$ cat src/rtl/input_debouncer_pkg.sv
// input_debouncer_pkg: shared FSM state encoding and default constants for the debouncer
package input_debouncer_pkg;
    typedef enum logic [1:0] {S_LOW, S_WAIT_H, S_HIGH, S_WAIT_L} state_t;
    localparam int DEBOUNCE_CYCLES_DEF = 1000;
    localparam int GLITCH_MAX = 255;
endpackage

$ cat src/rtl/sync_2ff.sv
// sync_2ff: two-flop metastability synchronizer, reset to 0
module sync_2ff (
    input  logic clk,
    input  logic rst,
    input  logic d,
    output logic q
);
    logic s1;
    always_ff @(posedge clk or posedge rst)
        if (rst) {q, s1} <= 2'b00;
        else     {q, s1} <= {s1, d};
endmodule

$ cat src/rtl/input_debouncer.sv
// input_debouncer: qualifies a bouncy level over DEBOUNCE_CYCLES synchronized samples
module input_debouncer
    import input_debouncer_pkg::*;
#(
    parameter int DEBOUNCE_CYCLES = DEBOUNCE_CYCLES_DEF,
    parameter int CNT_W = 16
) (
    input  logic       clk,
    input  logic       rst,
    input  logic       in_raw,
    output logic       level,
    output logic       rise_pulse,
    output logic       fall_pulse,
    output logic [7:0] glitch_cnt
);
    localparam logic [CNT_W-1:0] CNT_LAST = CNT_W'(DEBOUNCE_CYCLES - 1);
    state_t state, state_nx;
    logic [CNT_W-1:0] cnt, cnt_nx;
    logic in_s, rise_nx, fall_nx, abort;
    sync_2ff u_sync (.clk(clk), .rst(rst), .d(in_raw), .q(in_s));
    always_ff @(posedge clk or posedge rst)
        if (rst) begin
            state      <= S_LOW;
            cnt        <= '0;
            level      <= 1'b0;
            rise_pulse <= 1'b0;
            fall_pulse <= 1'b0;
            glitch_cnt <= 8'd0;
        end else begin
            state      <= state_nx;
            cnt        <= cnt_nx;
            level      <= rise_nx ? 1'b1 : fall_nx ? 1'b0 : level;
            rise_pulse <= rise_nx;
            fall_pulse <= fall_nx;
            glitch_cnt <= (abort && glitch_cnt != 8'(GLITCH_MAX)) ? glitch_cnt + 8'd1 : glitch_cnt;
        end
    // cnt defaults to 0 so it rests at 0 whenever the FSM is outside a WAIT state
    always_comb begin
        state_nx = state;
        cnt_nx   = '0;
        rise_nx  = 1'b0;
        fall_nx  = 1'b0;
        abort    = 1'b0;
        case (state)
            S_LOW:    state_nx = in_s ? S_WAIT_H : S_LOW;
            S_WAIT_H: if (!in_s) begin
                          state_nx = S_LOW;
                          abort    = 1'b1;
                      end else if (cnt == CNT_LAST) begin
                          state_nx = S_HIGH;
                          rise_nx  = 1'b1;
                      end else cnt_nx = cnt + 1'b1;
            S_HIGH:   state_nx = in_s ? S_HIGH : S_WAIT_L;
            S_WAIT_L: if (in_s) begin
                          state_nx = S_HIGH;
                          abort    = 1'b1;
                      end else if (cnt == CNT_LAST) begin
                          state_nx = S_LOW;
                          fall_nx  = 1'b1;
                      end else cnt_nx = cnt + 1'b1;
            default:  state_nx = S_LOW;
        endcase
    end
endmodule

$ cat config.mk
export PLATFORM = sky130hd
export DESIGN_NAME = input_debouncer
export DESIGN_NICKNAME = d
export VERILOG_FILES = /design/src/rtl/input_debouncer_pkg.sv /design/src/rtl/sync_2ff.sv /design/src/rtl/input_debouncer.sv
export SDC_FILE = /design/constraint.sdc
export NUM_CORES = 1
export LEC_CHECK = 0
export BUFFER_PORTS_ARGS = -buffer_cell sky130_fd_sc_hd__buf_2
export CORE_ASPECT_RATIO = 0.75
export CORE_MARGIN = 2
export CORE_UTILIZATION = 45
export DETAILED_ROUTE_END_ITERATION = 8
export GPL_TIMING_DRIVEN = 0
export SLEW_MARGIN = 20
export SYNTH_ARGS = -nofsm -noshare
export SYNTH_HDL_FRONTEND = slang
export SYNTH_HIERARCHICAL = 1
export SYNTH_SLANG_ARGS = --single-unit
$ cat constraint.sdc
create_clock -name clk -period 2.7 [get_ports clk]
set_clock_uncertainty 0.1 [all_clocks]
set_input_delay 0.675 -clock clk [delete_from_list [all_inputs] [get_ports clk]]
set_output_delay 0.675 -clock clk [all_outputs]
set_load 0.01 [all_outputs]
==> results of run 1 <==
## cells in the final DEF, fill, tap and decap left out, types with 2 or more instances in the layout
| cell | netlist | routed |
|---|---|---|
| inv_1 | 8 | 7 |
| nand4_1 | 6 | 6 |
| and3_1 | 2 | 2 |
| buf_2 | 1 | 14 |
| nand3_1 | 7 | 7 |
| nand2_1 | 8 | 8 |
| dfrtp_1 | 31 | 31 |
| clkbuf_8 | 0 | 6 |
| ha_1 | 2 | 2 |
| nor3_1 | 5 | 5 |
| xnor2_1 | 16 | 16 |
| xor2_1 | 6 | 6 |
| nor4_1 | 5 | 5 |
| o21ai_0 | 2 | 2 |
| nor2_1 | 22 | 22 |
| o211ai_1 | 2 | 2 |
## state kept, by name, indices dropped and copies added, names as in the netlist, named ones only
register and cells:
cnt 16, glitch_cnt 8, fall_pulse 1, level 1, rise_pulse 1, state 1
u_sync/q 1, u_sync/s1 1
## stage by stage
step / instances / worst slack, ns / hold slack [ns] / power, mW
2_1_floorplan: 135 / 0.480 / 0.231 / 0.666
3_3_place_gp: 186 / 0.353 / 0.238 / 0.726
3_5_place_dp: 186 / 0.272 / 0.246 / 0.735
4_1_cts: 194 / 0.253 / 0.138 / 1.21
5_1_grt: 194 / 0.172 / 0.152 / 1.26
6_report: 194 / 0.249 / 0.147 / 1.19
## where the power goes
group / switching, mW / total [mW] / internal (mW)
combinational: 0.0833 / 0.159 / 0.0755
clock: 0.170 / 0.469 / 0.298
sequential: 0.0566 / 0.567 / 0.510
total: 0.310 / 1.19 / 0.884
## layout make-up
type	instances	area, um2
timing repair buffer	13	65.1
fill	294	1330
sequential	31	776
tap	38	47.5
multi-input combinational	94	599
clock buffer	6	82.6
buffer	2	8.76
clock inverter	2	35.0
inverter	8	30.0
## routing by layer
metal / track usage (%) / vias up / routed length [um]
met5: 0 / - / 0
met4: 6.86 / 0 / 40
met3: 5.16 / 5 / 96
met2: 28.2 / 15 / 1230
met1: 25.5 / 501 / 1390
li1: - / 497 / -
## worst paths after layout
check	from	endpoint	slack, ns	depth (start not counted)
max reg2reg	cnt[12]	cnt[2]	0.25	5
min	rst	u_sync/s1	0.15	2
min reg2reg	u_sync/s1	u_sync/q	0.26	0
max	cnt[12]	cnt[2]	0.25	5
min in group clk	u_sync/s1	u_sync/q	0.26	0
max in group asynchronous	rst	cnt[3]	1.74	2
## cell families after synthesis
group,share of synthesized area [%]
and+or+nand+nor,22.7
DFF,54.9
xor gates and xnor gates,13.6
buffers and inverters,2.74
AOI/OAI and AO/OA,2.39
muxes,1.86
adders and majority gates,1.77
==> run metrics, run 1 <==
distinct cell type count after synthesis 27; Top Ports 14; Chip Height 52.5 um; status finished clean; Synth top area share 54.9%; Layout area overhead 16.3%; power per standard cell area 726 mW/mm2; crit-path cells or4_1 > or4_4 > nand3b_1 > buf_2 > nor2_1; Post-Synthesis Net Count 140; CP bufs+invs 1; Max FO, Critical Path 10; GPL Wtd Cong 0.754; total of max-cap violations 0; Syn Area/Cell 10.5 um2; die area 0.00361 mm2; Avg Vias per Cell 5.25; total congestion overflow 0; Synth async-reset ratio 100%; synth top area cells dfrtp_1 (55%), xnor2_1 (9.9%), nor2_1 (5.8%); total CTS buffers 5; CTS tree built; largest net degree at the start of global routing 30; Cell Rows 17; clk root buf clkbuf_8; WP data required 2.75 ns; post-synthesis sequential area ratio 54.9%; core area 0.00298 mm2; DRT Pass-1 Iters 4; synthesized area 0.00141 mm2; gr usage total 18.6%; crit-path leading delay family simple AND/OR/NAND/NOR gates; period utilization 90.8%; CP peak stage delay 0.56 ns; CTS H-tree depth 2; DRC Markers 0; post-layout net count 160; area leader, netlist dfrtp_1; Yosys reg bits 31; CP endpoint kind register; # hold bufs at CTS 0; final instance area 0.00164 mm2; final hold viol count 0; Placed Area 0.00153 mm2; Synth Instances 135; chip width 68.7 um; Routed Wire Length 2.75 mm; Slowest cell on crit path or4_4; clk sinks 31; Port Buffers 13; clk buf depth 2; vias in the first global route 1015; 1st-iter DRT viols 52; ys flop type dfrtp_1; most common cell in the synthesized netlist dfrtp_1; Worst-Margin Slew 0.598 ns; Slew headroom 60.1%; most instantiated cells after synthesis dfrtp_1 (31), nor2_1 (22), xnor2_1 (16); setup TNS 0 ns; Critical Setup Path Class register to register; count of final setup violators 0; Fmax 408 MHz; Worst-Skew Late Latency 0.28 ns; P_leak 0.720 nW; DR WL/cell 14.2 um; clk slew on worst S/H paths 0.07 ns; Starting Density 47.5%; first-pass GRT wire length 4.77 mm; CP Data Arrival Time 2.51 ns; minimum clock period after layout 2.45 ns; post-route core utilization 55.2%; EDFF count, synth 0; DP HPWL 1.94 mm; fin. max-slew vios 0; Setup Buffers After CTS 0; vias post-DR 1018; Peak VDD IR 0.611 mV; ANT cells 0; Worst setup SP type register; share of cells above drive strength 1 17.3%; YS warnings 6; remaining antenna violation count 0; CTS-repair resized insts 0; worst hold-check path type primary input to async pin; number of antenna violations at the first check in global routing 0; RSZ-0062 raised after global routing false
No activity file was read; power rests on OpenSTA's default activity.
==> run 2: changes to the inputs <==
--- a/config.mk
+++ b/config.mk
@@ -11,6 +11,7 @@
 export CORE_UTILIZATION = 45
 export DETAILED_ROUTE_END_ITERATION = 8
 export GPL_TIMING_DRIVEN = 0
+export PLACE_DENSITY = 0.69
 export SLEW_MARGIN = 20
 export SYNTH_ARGS = -nofsm -noshare
 export SYNTH_HDL_FRONTEND = slang
==> run 2 against run 1 <==
Compared with the run above:
- highest routed layer unchanged
- sequential share of layout area unchanged
- register-to-register slack better by 0.05 ns
- critical path type unchanged
- die area unchanged
- critical path depth unchanged
- non-clock buffer count unchanged
- power up 0.45%
==> run metrics, run 2 (synthesis gave the netlist of run 1 again) <==
Port Buffers 13; vias post-DR 1016; Max FO, Critical Path 10; Worst setup SP type register; clk root buf clkbuf_8; Chip Height 52.5 um; GPL Wtd Cong 0.890; placed cells 186; 1st-iter DRT viols 69; Critical Setup Path Class register to register; power per standard cell area 730 mW/mm2; overall power 1.20 mW; count of final setup violators 0; Cell Rows 17; P_leak 0.720 nW; ANT cells 0; total CTS buffers 5; routed length on met1 1.26 mm; DRT Pass-1 Iters 4; CP endpoint kind register; Fmax 417 MHz; chip width 68.7 um; Starting Density 47.5%; Avg Vias per Cell 5.24; Slowest cell on crit path or4_4; Final Non-Filler Cells 194; max reg flops 16; CTS H-tree depth 2; share of cells above drive strength 1 17.3%; Peak VDD IR 0.343 mV; clk slew on worst S/H paths 0.07 ns; die area 0.00361 mm2; CTS-repair resized insts 0; Slew headroom 60.5%; Worst-Margin Slew 0.591 ns; clk buf depth 2; CTS tree built; crit-path cells or4_1 > or4_4 > nand3b_1 > buf_2 > nor2_1; WP data required 2.77 ns; gr usage total 19.9%; DR WL/cell 13.9 um; Routed Wire Length 2.69 mm; max layer used met4; area of the multi-input gates 599 um2; Setup Buffers After CTS 0; Filler cells 275; metal2 WL 1.26 mm; Layout area overhead 16.3%; vias in the first global route 1070; final hold viol count 0; most frequent cells in the layout dfrtp_1 (31), nor2_1 (22), xnor2_1 (16); largest net degree at the start of global routing 30; total congestion overflow 0; DP HPWL 1.88 mm; remaining antenna violation count 0; number of antenna violations at the first check in global routing 0; Most flops, register cnt; first-pass GRT wire length 4.98 mm; worst hold-check path type primary input to async pin; minimum clock period after layout 2.40 ns; WL met3 118 um; clk sinks 31; post-layout net count 160; leading cell type in the layout, fill and taps excluded dfrtp_1; CP Data Arrival Time 2.47 ns; Top Ports 14; status finished clean; total of max-cap violations 0; setup TNS 0 ns; CP peak stage delay 0.56 ns; RSZ-0062 raised after global routing false; period utilization 88.9%; DRC Markers 0; # hold bufs at CTS 0; fin. max-slew vios 0; Worst-Skew Late Latency 0.28 ns; largest registers cnt (16), glitch_cnt (8); core area 0.00298 mm2; Reg area 776 um2
run 2: cell counts in the layout (fill, tap and decap cells not counted):
No cell type changed its count.
run 2: power by group:
part,total (mW),switching (mW),internal [mW],leakage [nW]
clock network,0.472,0.174,0.298,0.0612
logic,0.158,0.0829,0.0754,0.243
registers,0.569,0.0590,0.510,0.416
run 2: area by class of cell:
class                      instances  area share (%)
multi-input combinational         94            36.5
clock inverter                     2            2.13
timing repair buffer              13            3.96
sequential                        31            47.2
inverter                           8            1.83
tap                               38            2.89
buffer                             2           0.533
clock buffer                       6            5.02
run 2: worst paths after layout:
path | from | endpoint | slack [ns] | cells past startpoint
worst max-delay path | cnt[12] | cnt[15] | 0.30 | 5
worst min-delay path | rst | u_sync/s1 | 0.14 | 2
worst max register to register | cnt[12] | cnt[15] | 0.30 | 5
worst min register to register | u_sync/s1 | u_sync/q | 0.26 | 0
max in group asynchronous | rst | glitch_cnt[3] | 1.75 | 2
min in group clk | u_sync/s1 | u_sync/q | 0.26 | 0
run 2: stage by stage:
| step | hold WS [ns] | util [%] | cell area (um2) | worst slack [ns] |
|---|---|---|---|---|
| 2_1_floorplan | 0.231 | - | 1410 | 0.480 |
| 3_3_place_gp | 0.243 | 51.3 | 1530 | 0.360 |
| 3_5_place_dp | 0.241 | 51.3 | 1530 | 0.345 |
| 4_1_cts | 0.123 | 55.2 | 1640 | 0.314 |
| 5_1_grt | 0.126 | 55.2 | 1640 | 0.201 |
| 6_report | 0.141 | 55.2 | 1640 | 0.299 |
run 2: metal layers:
metal / up-vias / GRT usage (%)
li1: 497 / -
met1: 492 / 24.3
met2: 23 / 30.4
met3: 4 / 8.39
met4: 0 / 8.82
met5: - / 0
run 2: worst max-delay path, delay by kind of cell (launching register included):
| kind | cells | cell delay (ns) |
|---|---|---|
| buf+inv | 1 | 0.28 |
| simple gates | 4 | 1.46 |
| flops | 1 | 0.44 |
